<file path="config.mk">
export PLATFORM = sky130hd
export DESIGN_NAME = except_seq
export DESIGN_NICKNAME = d
export VERILOG_FILES = /design/src/rtl/except_seq.sv
export SDC_FILE = /design/constraint.sdc
export NUM_CORES = 1
export LEC_CHECK = 0
export BUFFER_PORTS_ARGS = -buffer_cell sky130_fd_sc_hd__buf_2
export CORE_UTILIZATION = 49
export CTS_BUF_LIST = sky130_fd_sc_hd__clkbuf_4
export DETAILED_ROUTE_END_ITERATION = 12
export PLACE_DENSITY = 0.87
export SKIP_CTS_REPAIR_TIMING = 1
export SYNTH_ARGS = -nofsm -noshare
export SYNTH_HDL_FRONTEND = slang
export SYNTH_SLANG_ARGS = --single-unit
export TNS_END_PERCENT = 50
</file>
<file path="constraint.sdc">
create_clock -name clk -period 2.45 [get_ports clk]
set_input_delay 0.6125 -clock clk [delete_from_list [all_inputs] [get_ports clk]]
set_output_delay 0.6125 -clock clk [all_outputs]
set_load 0.02 [all_outputs]
</file>
<file path="src/rtl/except_seq.sv">
// except_seq
//   Sequences exception / ERET handling downstream of the exception-request
//   unit. One request is latched in IDLE, the pipeline is flushed and CP0 is
//   committed in a single COMMIT cycle, outstanding data-bus transactions are
//   drained, and fetch is redirected to the vector (or EPC/ErrorEPC for ERET)
//   through a valid/ready handshake.
//
//   Optional feature: define EXCEPT_SEQ_WDOG_EN to enable the drain watchdog.
//   When enabled, DRAIN gives up after WDOG_CYCLES cycles, raises the sticky
//   drain_timeout flag and forgets the outstanding transactions. When not
//   defined, DRAIN waits indefinitely and drain_timeout is tied low.
//
// Parameters
//   OUTST_W      width of the outstanding-dbus counter (saturates at 2**OUTST_W-1)
//   WDOG_CYCLES  drain watchdog limit in cycles (>= 1, watchdog build only)
//
// Ports
//   clk, rst_n                  clock, asynchronous active-low reset
//   except_valid/eret/code/pc/delayslot/extra/vec
//                               exception request and payload (sampled in IDLE)
//   dbus_issue, dbus_resp       data-bus request accepted / response returned
//   flush, stall_front          one-cycle flush pulse, front-end hold while busy
//   cp0_we, cp0_eret            one-cycle commit strobes to CP0
//   cp0_exc_code/epc/bd/badvaddr latched CP0 payload (held until next latch)
//   redirect_valid/pc/ready     fetch redirect handshake
//   busy                        sequencer not in IDLE
//   drain_timeout               sticky watchdog flag
module except_seq #(
  parameter int OUTST_W     = 3,
  parameter int WDOG_CYCLES = 255
) (
  input  logic        clk,
  input  logic        rst_n,
  input  logic        except_valid,
  input  logic        except_eret,
  input  logic [4:0]  except_code,
  input  logic [31:0] except_pc,
  input  logic        except_delayslot,
  input  logic [31:0] except_extra,
  input  logic [31:0] except_vec,
  input  logic        dbus_issue,
  input  logic        dbus_resp,
  output logic        flush,
  output logic        stall_front,
  output logic        cp0_we,
  output logic        cp0_eret,
  output logic [4:0]  cp0_exc_code,
  output logic [31:0] cp0_epc,
  output logic        cp0_bd,
  output logic [31:0] cp0_badvaddr,
  output logic        redirect_valid,
  output logic [31:0] redirect_pc,
  input  logic        redirect_ready,
  output logic        busy,
  output logic        drain_timeout
);

  typedef enum logic [1:0] {
    ST_IDLE,
    ST_COMMIT,
    ST_DRAIN,
    ST_REDIRECT
  } state_t;

  localparam logic [OUTST_W-1:0] COUNT_MAX = '1;
  localparam logic [OUTST_W-1:0] COUNT_ONE = {{(OUTST_W-1){1'b0}}, 1'b1};

  if (WDOG_CYCLES < 1) begin : g_wdog_check
    $error("except_seq: WDOG_CYCLES must be at least 1");
  end

  state_t             state_reg, state_next;
  logic [OUTST_W-1:0] count_reg, count_upd, count_next;
  logic               latch_en;
  logic               wdog_fire;

  logic               eret_reg;
  logic [4:0]         code_reg;
  logic [31:0]        epc_reg;
  logic               bd_reg;
  logic [31:0]        badvaddr_reg;
  logic [31:0]        vec_reg;

  // Outstanding dbus counter: simultaneous issue/resp cancel out, and both
  // ends saturate instead of wrapping.
  always_comb begin
    count_upd = count_reg;
    if (dbus_issue && !dbus_resp && (count_reg != COUNT_MAX)) begin
      count_upd = count_reg + COUNT_ONE;
    end else if (dbus_resp && !dbus_issue && (count_reg != '0)) begin
      count_upd = count_reg - COUNT_ONE;
    end
  end

  // A watchdog expiry abandons whatever is still outstanding.
  assign count_next = wdog_fire ? '0 : count_upd;

`ifdef EXCEPT_SEQ_WDOG_EN
  localparam int WDOG_W = (WDOG_CYCLES < 2) ? 1 : $clog2(WDOG_CYCLES);
  localparam logic [WDOG_W-1:0] WDOG_LAST = WDOG_W'(WDOG_CYCLES - 1);

  logic [WDOG_W-1:0] wdog_cnt_reg;
  logic              timeout_reg;

  // Counts DRAIN cycles already spent; restarts from zero on every entry.
  always_ff @(posedge clk or negedge rst_n) begin
    if (!rst_n) begin
      wdog_cnt_reg <= '0;
      timeout_reg  <= 1'b0;
    end else begin
      if ((state_reg == ST_DRAIN) && (state_next == ST_DRAIN)) begin
        wdog_cnt_reg <= wdog_cnt_reg + WDOG_W'(1);
      end else begin
        wdog_cnt_reg <= '0;
      end
      if (wdog_fire) begin
        timeout_reg <= 1'b1;
      end
    end
  end

  assign drain_timeout = timeout_reg;
`else
  assign drain_timeout = 1'b0;
`endif

  always_ff @(posedge clk or negedge rst_n) begin
    if (!rst_n) begin
      state_reg <= ST_IDLE;
      count_reg <= '0;
    end else begin
      state_reg <= state_next;
      count_reg <= count_next;
    end
  end

  // Payload is captured once per request and held until the next request.
  always_ff @(posedge clk or negedge rst_n) begin
    if (!rst_n) begin
      eret_reg     <= 1'b0;
      code_reg     <= '0;
      epc_reg      <= '0;
      bd_reg       <= 1'b0;
      badvaddr_reg <= '0;
      vec_reg      <= '0;
    end else if (latch_en) begin
      eret_reg     <= except_eret;
      code_reg     <= except_code;
      epc_reg      <= except_delayslot ? (except_pc - 32'd4) : except_pc;
      bd_reg       <= except_delayslot;
      badvaddr_reg <= except_extra;
      vec_reg      <= except_vec;
    end
  end

  // Next-state and strobe decode. COMMIT and DRAIN look at the counter value
  // at the end of the current cycle so a response arriving now is counted.
  always_comb begin
    state_next     = state_reg;
    latch_en       = 1'b0;
    wdog_fire      = 1'b0;
    flush          = 1'b0;
    cp0_we         = 1'b0;
    cp0_eret       = 1'b0;
    redirect_valid = 1'b0;
    unique case (state_reg)
      ST_IDLE: begin
        if (except_valid) begin
          latch_en   = 1'b1;
          state_next = ST_COMMIT;
        end
      end
      ST_COMMIT: begin
        flush      = 1'b1;
        cp0_we     = !eret_reg;
        cp0_eret   = eret_reg;
        state_next = (count_upd == '0) ? ST_REDIRECT : ST_DRAIN;
      end
      ST_DRAIN: begin
        if (count_upd == '0) begin
          state_next = ST_REDIRECT;
        end
`ifdef EXCEPT_SEQ_WDOG_EN
        else if (wdog_cnt_reg == WDOG_LAST) begin
          wdog_fire  = 1'b1;
          state_next = ST_REDIRECT;
        end
`endif
      end
      ST_REDIRECT: begin
        redirect_valid = 1'b1;
        if (redirect_ready) begin
          state_next = ST_IDLE;
        end
      end
      default: state_next = ST_IDLE;
    endcase
  end

  assign busy         = (state_reg != ST_IDLE);
  assign stall_front  = busy;
  assign cp0_exc_code = code_reg;
  assign cp0_epc      = epc_reg;
  assign cp0_bd       = bd_reg;
  assign cp0_badvaddr = badvaddr_reg;
  assign redirect_pc  = vec_reg;

endmodule

</file>
# Word level (Yosys, flattened, before mapping)
# Cells that the tools add are included.
totals:
  register_bits: 108
  input_bits: 109
  output_inout_bits: 109
  elab_cells: 44
op_classes:
  addsub: 3
  n_eq_ne: 7
  n_mux: 14
  reduce_logical: 12
ops:
  columns: ["op", "n"]
  rows:
  - ["$mux W32", 1]
  - ["$sub A32 B3 Y32 const B", 1]
  - ["$pmux W2 S4", 1]
  - ["$mux W1", 7]
  - ["$mux W2", 3]
  - ["$mux W3", 2]
  - ["$ne A2 B2 Y1 const B", 3]
  - ["$eq A2 B2 Y1 const B", 2]
  - ["$logic_and A1 B1 Y1", 4]
  - ["$add A3 B1 Y3 const B", 1]
  - ["$logic_not A1 Y1", 3]
  - ["$logic_not A3 Y1", 1]
  - ["$ne A3 B3 Y1 const B", 1]
  - ["$reduce_and A3 Y1", 1]
  - ["$reduce_bool A3 Y1", 1]
  - ["$sub A3 B1 Y3 const B", 1]
  - ["$eq A2 B1 Y1 const B", 1]
  - ["$logic_not A2 Y1", 1]
  - ["$reduce_bool A2 Y1", 1]

# Longest topological paths before layout
# Gate-level depths: netlist (run 1).
logic_depth:
  word_depth: 8
  mapped_depth: 9
  mapped_depth_nobuf: 9

# Worst setup path after synthesis (run 1)
# Ideal clock, no wire load.
synth_path:
  path_type: "input to register"
  startpoint: "in except_pc[16]"
  endpoint: "reg epc_reg[31], in the netlist cp0_epc[31]"
  setup_ns: 0.128
  arrival_time_ns: 2.217
  required_ns: 2.322
  slack_ns: 0.105
  path_stages: 6
  path_buffers: 0
  path_cell_list: "or4_4 > or4_4 > nor3_4 > nand3b_1 > xor2_1 > o21ai_2"
synth_via:
  elab_chain_len: 2
synth_lines:
  columns: ["element", "line_no", "source"]
  rows:
  - ["start: declaration", "37", "input logic [31:0] except_pc,"]
  - ["$sub A32 B3 Y32", "149", "epc_reg <= except_delayslot ? (except_pc - 32'd4) : except_pc;"]
  - ["$mux W32", "149", null]
  - ["end signal: assignment", "149", null]
  - ["end: declaration", "79", "logic [31:0] epc_reg;"]
# Every way passes these cells.
# A chain may end at the register's enable or synchronous reset.

# Final worst setup path (run 1)
layout_path:
  startpoint: "reg count_reg[1]"
  endpoint: "reg state_reg[1]"
layout_via:
  elab_chain_len: 7
  word_cells_on_any_way: 11
  classes_between: "add/sub: 2; eq/ne: 2; mux: 2; reduce/logical: 5"
layout_lines:
  columns: ["element", "line_no", "source"]
  rows:
  - ["start: declaration", "73", "logic [OUTST_W-1:0] count_reg, count_upd, count_next;"]
  - ["start signal: assignment", "133", "count_reg <= count_next;"]
  - ["branches (longest 3 deep; another with $sub A3 B1 Y3)", null, null]
  - ["$mux W3 (*)", "88", "if (dbus_issue && !dbus_resp && (count_reg != COUNT_MAX)) begin"]
  - ["net count_next[2]", "73", null]
  - ["$logic_not A3 Y1 (*)", "180", "if (count_upd == '0) begin"]
  - ["$ne A2 B2 Y1 (no line) (*)", null, null]
  - ["$reduce_and A3 Y1 (no line) (*)", null, null]
  - ["end signal: assignment", "132", "state_reg <= state_next;"]
  - ["end: declaration", "72", "state_t state_reg, state_next;"]
# Mark *: on every way through the listed nets, which the timed path passes.

==> flow_summary.yaml, run 1 <==
power_and_ir_drop:
  share_of_power_burned_in_registers_pct: 39.3
  pwr_density_cell_nw_per_um2: 1260
  finalPower_uw: 7890
  internal_power_uw: 4570
  power.ir.vdd_worst_uv: 704
  netSwitchingFraction_pct: 42.0
  total_switching_power_uw: 3320
  power.share.clock_pct: 11.9
  comb_power_share_pct: 48.8
  static_leak_uw: 0.00312
routing:
  viasPerCell: 5.02
  drc_errors: 0
  finalWirelength_um: 10500
  post_drt_wl_per_cell_um: 14.1
  dr.first_iter.drc_count: 55
  dr.pass1.iters: 4
  vias: 3733
  antenna_left: 0
sta:
  timing.final.max_slew_violations: 0
  hold_fails_final_rpt: 0
  finalWorstPathRequiredPeriod_ns: 2.26
  max_clk_rate_mhz: 443
  timing.final.crit_share_pct: 92.2
  setup_viol_count_final: 0
  final.setup_skew_ns: 0.0168
synthesis:
  syn-mean-instance-area_um2: 12.5
  synthDominantCellAreaShare_pct: 56.7
  ys_seq_elements: 108
  synth-async-reset-ratio_pct: 100
  synthesis.instances: 382
  synth.yosys.warnings: 0
  synthTopCellsByArea: "sky130_fd_sc_hd__dfrtp_1 57%, sky130_fd_sc_hd__mux2_2 17%, sky130_fd_sc_hd__xnor2_1 3.3%"
  synth_sequential_area_ratio_pct: 56.7
  synth_area_um2: 4770
  yosys.area.top_type: "sky130_fd_sc_hd__dfrtp_1"
  synth.lib_cells_used.distinct: 40
  synth_enable_flop_cells: 0
  synth_nets: 501
  ys_dominant_reg_cell: "sky130_fd_sc_hd__dfrtp_1"
die:
  die_width_um: 101
  num_rows: 35
  die-area_um2: 10100
  die-height_um: 101
  starting_density_of_the_core_pct: 51.1
  floorplan.io_pins: 218
  floorplan.core_area_um2: 9330
layout:
  finish.cell_count_without_fillers: 744
  n_fill_cell: 697
  fin_area_um2: 6280
  final_nets: 729
  layout_common_cells: "215 x sky130_fd_sc_hd__buf_2, 108 x sky130_fd_sc_hd__dfrtp_1, 74 x sky130_fd_sc_hd__mux2_2"
  layout.cells.most_common: "sky130_fd_sc_hd__buf_2"
  area_growth_pct: 31.8
  antenna_cells_inserted: 0
  core_occupancy_in_the_finished_layout_pct: 67.3
  share_of_final_layout_standard_cells_stronger_than_drive_strength_1_pct: 54.8
grt:
  grt-busiest-layer: "met2"
  largest_net_degree_at_the_start_of_global_routing: 75
  grt-ovfl-total: 0
  grt_util_met2_pct: 37.2
  gr-usage-met3_pct: 5.41
  grt_pass1_vias: 3627
  grt_first_pass_wirelength_um: 16600
  gr_layer_usage_met1_pct: 24.9
  track_usage_pct: 21.0
  antenna_violations_before_repair: 0
clock_tree:
  ctsLongestPathBuffers: 2
  clkTransAtPathRegs_ns: 0.17
  cts_root_buffer: "sky130_fd_sc_hd__clkbuf_4"
  cts_tree: "done"
  number_of_clock_buffers_inserted_by_tritoncts: 9
  h-tree-depth: 3
  clk-insertion-delay-late_ns: 0.44
  clock_sinks: 108
placed_design:
  hpwl_um: 8190
  dpl.cell_count: 728
  finalWeightedCongestion: 0.852
  portBuffers: 216
  placed_area_um2: 6120
critical_path:
  timing.reg2reg.worst_path_depth: 8
  crit-reg2reg-capture: "state_reg[1]"
  crit_path_max_fanout: 4
  worst_endpoint_required_time_ns: 2.80
  start_kind: "flop"
  cpLargestDelayFamily: "compound AO/OA/AOI/OAI gates"
  rr_startpoint: "count_reg[1]"
  buffer_and_inverter_count_on_the_worst_path: 1
  cp_endpoint_kind: "flop"
  max_stage_delay_ns: 0.42
  crit_type: "reg -> reg"
  regToRegSetupSlack_ns: 0.19
  cell_type_with_the_highest_occurrence_count_on_the_critical_path: "sky130_fd_sc_hd__ha_1"
  critical_path_arrival_ns: 2.61
  timing.critical_path.cells: "inv_1 -> ha_1 -> ha_1 -> o21ai_0 -> a32oi_1 -> o31ai_2 -> nor2b_2 -> mux2_2"
  critical-path-slowest-cell: "sky130_fd_sc_hd__dfrtp_1"
run:
  timing.max_cap.violations: 0
run_status:
  status: "completed"
worst_hold_path:
  min_path_type: "in -> async"
==> cells in the mapped netlist (all sizes together), types with 3 or more instances <==
master    n
dfrtp   108
mux2     74
nand2    39
o21ai    31
xnor2    18
clkbuf   12
xor2     11
ha       10
nor2     10
nor3     10
inv       9
nor4      9
or4       7
buf       5
nand3b    4
nor2b     4
a21oi     3
==> area by class of cell <==
cell class                      instances  area, um2  area share (%)
Inverter                                9       33.8           0.538
Clock buffer                            9       67.6            1.08
Multi-Input combinational cell        248       1980            31.5
Sequential cell                       108       2700            43.0
Clock inverter                          7       81.3            1.29
Tap cell                              129        161            2.57
Timing Repair Buffer                  234       1260            20.0
==> stage by stage <==
stage	hold WS (ns)	worst slack, ns	TNS [ns]
floorplan	0.317	0.105	0
global placement	0.459	-0.0525	-0.176
detailed placement	0.461	-0.0705	-0.412
CTS	0.0622	0.134	0
global route	0.0678	-0.000420	-0.000420
finish	0.0765	0.192	0
==> worst reg2reg max path, cell delays in order, from the launching register on <==
cell and delay [ns]:
sky130_fd_sc_hd__dfrtp_1 0.42, sky130_fd_sc_hd__inv_1 0.08, sky130_fd_sc_hd__ha_1 0.18, sky130_fd_sc_hd__ha_1 0.22
sky130_fd_sc_hd__o21ai_0 0.22, sky130_fd_sc_hd__a32oi_1 0.22, sky130_fd_sc_hd__o31ai_2 0.30, sky130_fd_sc_hd__nor2b_2 0.21
sky130_fd_sc_hd__mux2_2 0.34
==> metal layers <==
layer  wire length, um  part of all wire (%)  vias to the layer above
met3               713                   6.8                       18
li1                  -                     -                     1777
met1              4240                    40                     1788
met4               160                   1.5                        0
met5                 0                     0                        -
met2              5400                    51                      150
==> how the worst max path moves through the flow <==
stage                        from      endpoint  slack (ns)  cells after the start
CTS                  count_reg[0]  state_reg[1]        0.13                      8
floorplan           except_pc[16]   cp0_epc[31]        0.11                      6
detailed placement  except_pc[16]   cp0_epc[31]       -0.07                      7
global route         count_reg[1]  state_reg[1]     -0.0004                      8
global placement    except_pc[16]   cp0_epc[31]       -0.05                      7
finish               count_reg[1]  state_reg[1]        0.19                      8
==> kinds of logic after synthesis <==
family	Yosys count	synth area share, %
and+or+nand+nor	89	10.1
AOI/OAI and AO/OA	44	5.30
DFF	108	56.7
buffers and inverters	26	2.21
adders and majority gates	10	2.63
other	1	0.0787
muxes	75	17.7
xor gates and xnor gates	29	5.33
==> power by group through the flow <==
stage               Combinational [uW]  Clock, uW  Sequential, uW
finish                            3850        937            3100
global route                      4150       1050            3220
CTS                               3870        974            3110
detailed placement                3870          0            3150
global placement                  3750          0            3090
floorplan                         1430          0            4180
(Power assumes the default switching activity.)
==> inputs of run 2 (changes only) <==
--- a/config.mk
+++ b/config.mk
@@ -9,6 +9,7 @@
 export CORE_UTILIZATION = 49
 export CTS_BUF_LIST = sky130_fd_sc_hd__clkbuf_4
 export DETAILED_ROUTE_END_ITERATION = 12
+export GPL_TIMING_DRIVEN = 0
 export PLACE_DENSITY = 0.87
 export SKIP_CTS_REPAIR_TIMING = 1
 export SYNTH_ARGS = -nofsm -noshare
==> run 2 against run 1 <==
Sequential cell count unchanged. Clock-buffer cell count unchanged. First-iteration DRC count increased by 24%. Largest power group unchanged. Worst setup slack got worse by 0.079 ns. Die area unchanged. Clock skew increased by 0.0071 ns. Core utilization decreased by 0.58 points.
==> flow_summary.yaml, run 2 (synthesis gave the netlist of run 1 again) <==
run_status:
  status: "completed"
clock_tree:
  h-tree-depth: 3
  number_of_clock_buffers_inserted_by_tritoncts: 9
  clkTransAtPathRegs_ns: 0.17
  cts_tree: "done"
  cts_root_buffer: "sky130_fd_sc_hd__clkbuf_4"
  clk-insertion-delay-late_ns: 0.44
  ctsLongestPathBuffers: 2
  clock_sinks: 108
power_and_ir_drop:
  share_of_power_burned_in_registers_pct: 38.6
  total_switching_power_uw: 3380
  power.ir.vdd_worst_uv: 657
  comb_power_share_pct: 48.4
  pwr_density_cell_nw_per_um2: 1290
  static_leak_uw: 0.00307
  internal_power_uw: 4670
  netSwitchingFraction_pct: 42.0
  power.share.clock_pct: 13.0
grt:
  grt_pass1_vias: 3779
  antenna_violations_before_repair: 0
  grt_first_pass_wirelength_um: 17900
  grt-ovfl-total: 0
  largest_net_degree_at_the_start_of_global_routing: 61
  track_usage_pct: 22.6
sta:
  finalWorstPathRequiredPeriod_ns: 2.34
  slew_headroom_pct: 57.3
  fin_tns_setup_ns: 0
  grt_setup_unrepaired: "true"
  setup_viol_count_final: 0
  max_clk_rate_mhz: 428
  final.setup_skew_ns: 0.0238
  timing.final.crit_share_pct: 95.4
  max_slew.worst_pin.slew_ns: 0.641
  final_critical_path_setup_slack_ns: 0.113
  hold_fails_final_rpt: 0
  timing.final.max_slew_violations: 0
critical_path:
  critical_path_arrival_ns: 2.66
  crit_path_max_fanout: 4
  max_stage_delay_ns: 0.43
  cp_endpoint_kind: "flop"
  critical-path-slowest-cell: "sky130_fd_sc_hd__dfrtp_1"
  crit_type: "reg -> reg"
  timing.critical_path.cells: "inv_1 -> ha_1 -> ha_1 -> nor2_2 -> a22o_1 -> a211oi_1 -> o31ai_2 -> nor2b_4 -> mux2_2"
  start_kind: "flop"
  cell_type_with_the_highest_occurrence_count_on_the_critical_path: "sky130_fd_sc_hd__ha_1"
  worst_endpoint_required_time_ns: 2.77
layout:
  layout_common_cells: "214 x sky130_fd_sc_hd__buf_2, 108 x sky130_fd_sc_hd__dfrtp_1, 74 x sky130_fd_sc_hd__mux2_2"
  area_growth_pct: 30.7
  core_occupancy_in_the_finished_layout_pct: 66.8
  n_fill_cell: 723
  share_of_final_layout_standard_cells_stronger_than_drive_strength_1_pct: 52.6
  final_nets: 728
  layout.cells.most_common: "sky130_fd_sc_hd__buf_2"
  antenna_cells_inserted: 0
  fin_area_um2: 6230
worst_hold_path:
  min_path_type: "in -> async"
placed_design:
  pre_cts_slack_ns: -0.169
  portBuffers: 215
  finalWeightedCongestion: 0.764
  placed_area_um2: 6030
  hpwl_um: 8870
routing:
  finalWirelength_um: 11200
  detailroute.wirelength.met3_um: 696
  highest_layer: "met4"
  antenna_left: 0
  dr.first_iter.drc_count: 68
  drc_errors: 0
  vias: 3774
  post_drt_wl_per_cell_um: 15.0
  viasPerCell: 5.08
  route.layer.met1.wl_um: 4460
  sum_of_met2_wire_segment_lengths_after_detailed_routing_um: 5880
  dr.pass1.iters: 4
die:
  floorplan.io_pins: 218
  die-area_um2: 10100
  floorplan.core_area_um2: 9330
  die_width_um: 101
  num_rows: 35
  die-height_um: 101
  starting_density_of_the_core_pct: 51.1
run:
  timing.max_cap.violations: 0
[run 2: worst paths after layout]
kind                       slack (ns)                to       startpoint  cells past startpoint
max                              0.11      state_reg[1]     count_reg[1]                      9
min                              0.16  cp0_badvaddr[23]            rst_n                      1
max reg2reg                      0.11      state_reg[1]     count_reg[1]                      9
min reg2reg                      0.50       cp0_epc[13]      cp0_epc[13]                      2
max in group asynchronous        1.57       cp0_epc[16]            rst_n                      2
min in group clk                 0.39   cp0_badvaddr[0]  except_extra[0]                      2
[run 2: area by class of cell]
cell class	instances	area, um2	share of cell area (%)
multi-input combinational	248	1980	31.7
timing repair buffer	216	1110	17.8
tap	129	161	2.59
clock inverter	7	105	1.69
inverter	9	33.8	0.542
sequential	108	2700	43.4
buffer	17	75.1	1.21
clock buffer	9	67.6	1.08
[run 2: power groups by stage]
stage          sequential, uW  combinational, uW  clock [uW]
6_report                 3110               3900        1050
5_1_grt                  3220               4200        1150
4_1_cts                  3120               3910        1080
3_5_place_dp             3160               3900           0
3_3_place_gp             3080               3750           0
2_1_floorplan            4180               1430           0
[run 2: per-stage QoR]
step                      std cells  hold WS, ns  total power [uW]
after global placement          726        0.460              6840
after CTS                       743        0.162              8110
after global routing            743        0.169              8570
after detailed placement        727        0.460              7070
after floorplan                 382        0.317              5610
final                           743        0.164              8060
[run 2: metal layers]
metal	up-vias	track usage [%]
li1	1782	-
met1	1838	26.8
met2	141	40.8
met3	13	5.20
met4	0	6.47
met5	-	0
[run 2: worst max-delay path: cells and delay by family, from the launching register on]
kind | cells | cell delay (ns)
AO/OA/AOI/OAI | 3 | 0.59
adder cells (fa/ha/maj) | 2 | 0.42
buffers and inverters | 1 | 0.08
flip-flops | 1 | 0.43
multiplexers | 1 | 0.34
AND/OR/NAND/NOR | 2 | 0.38
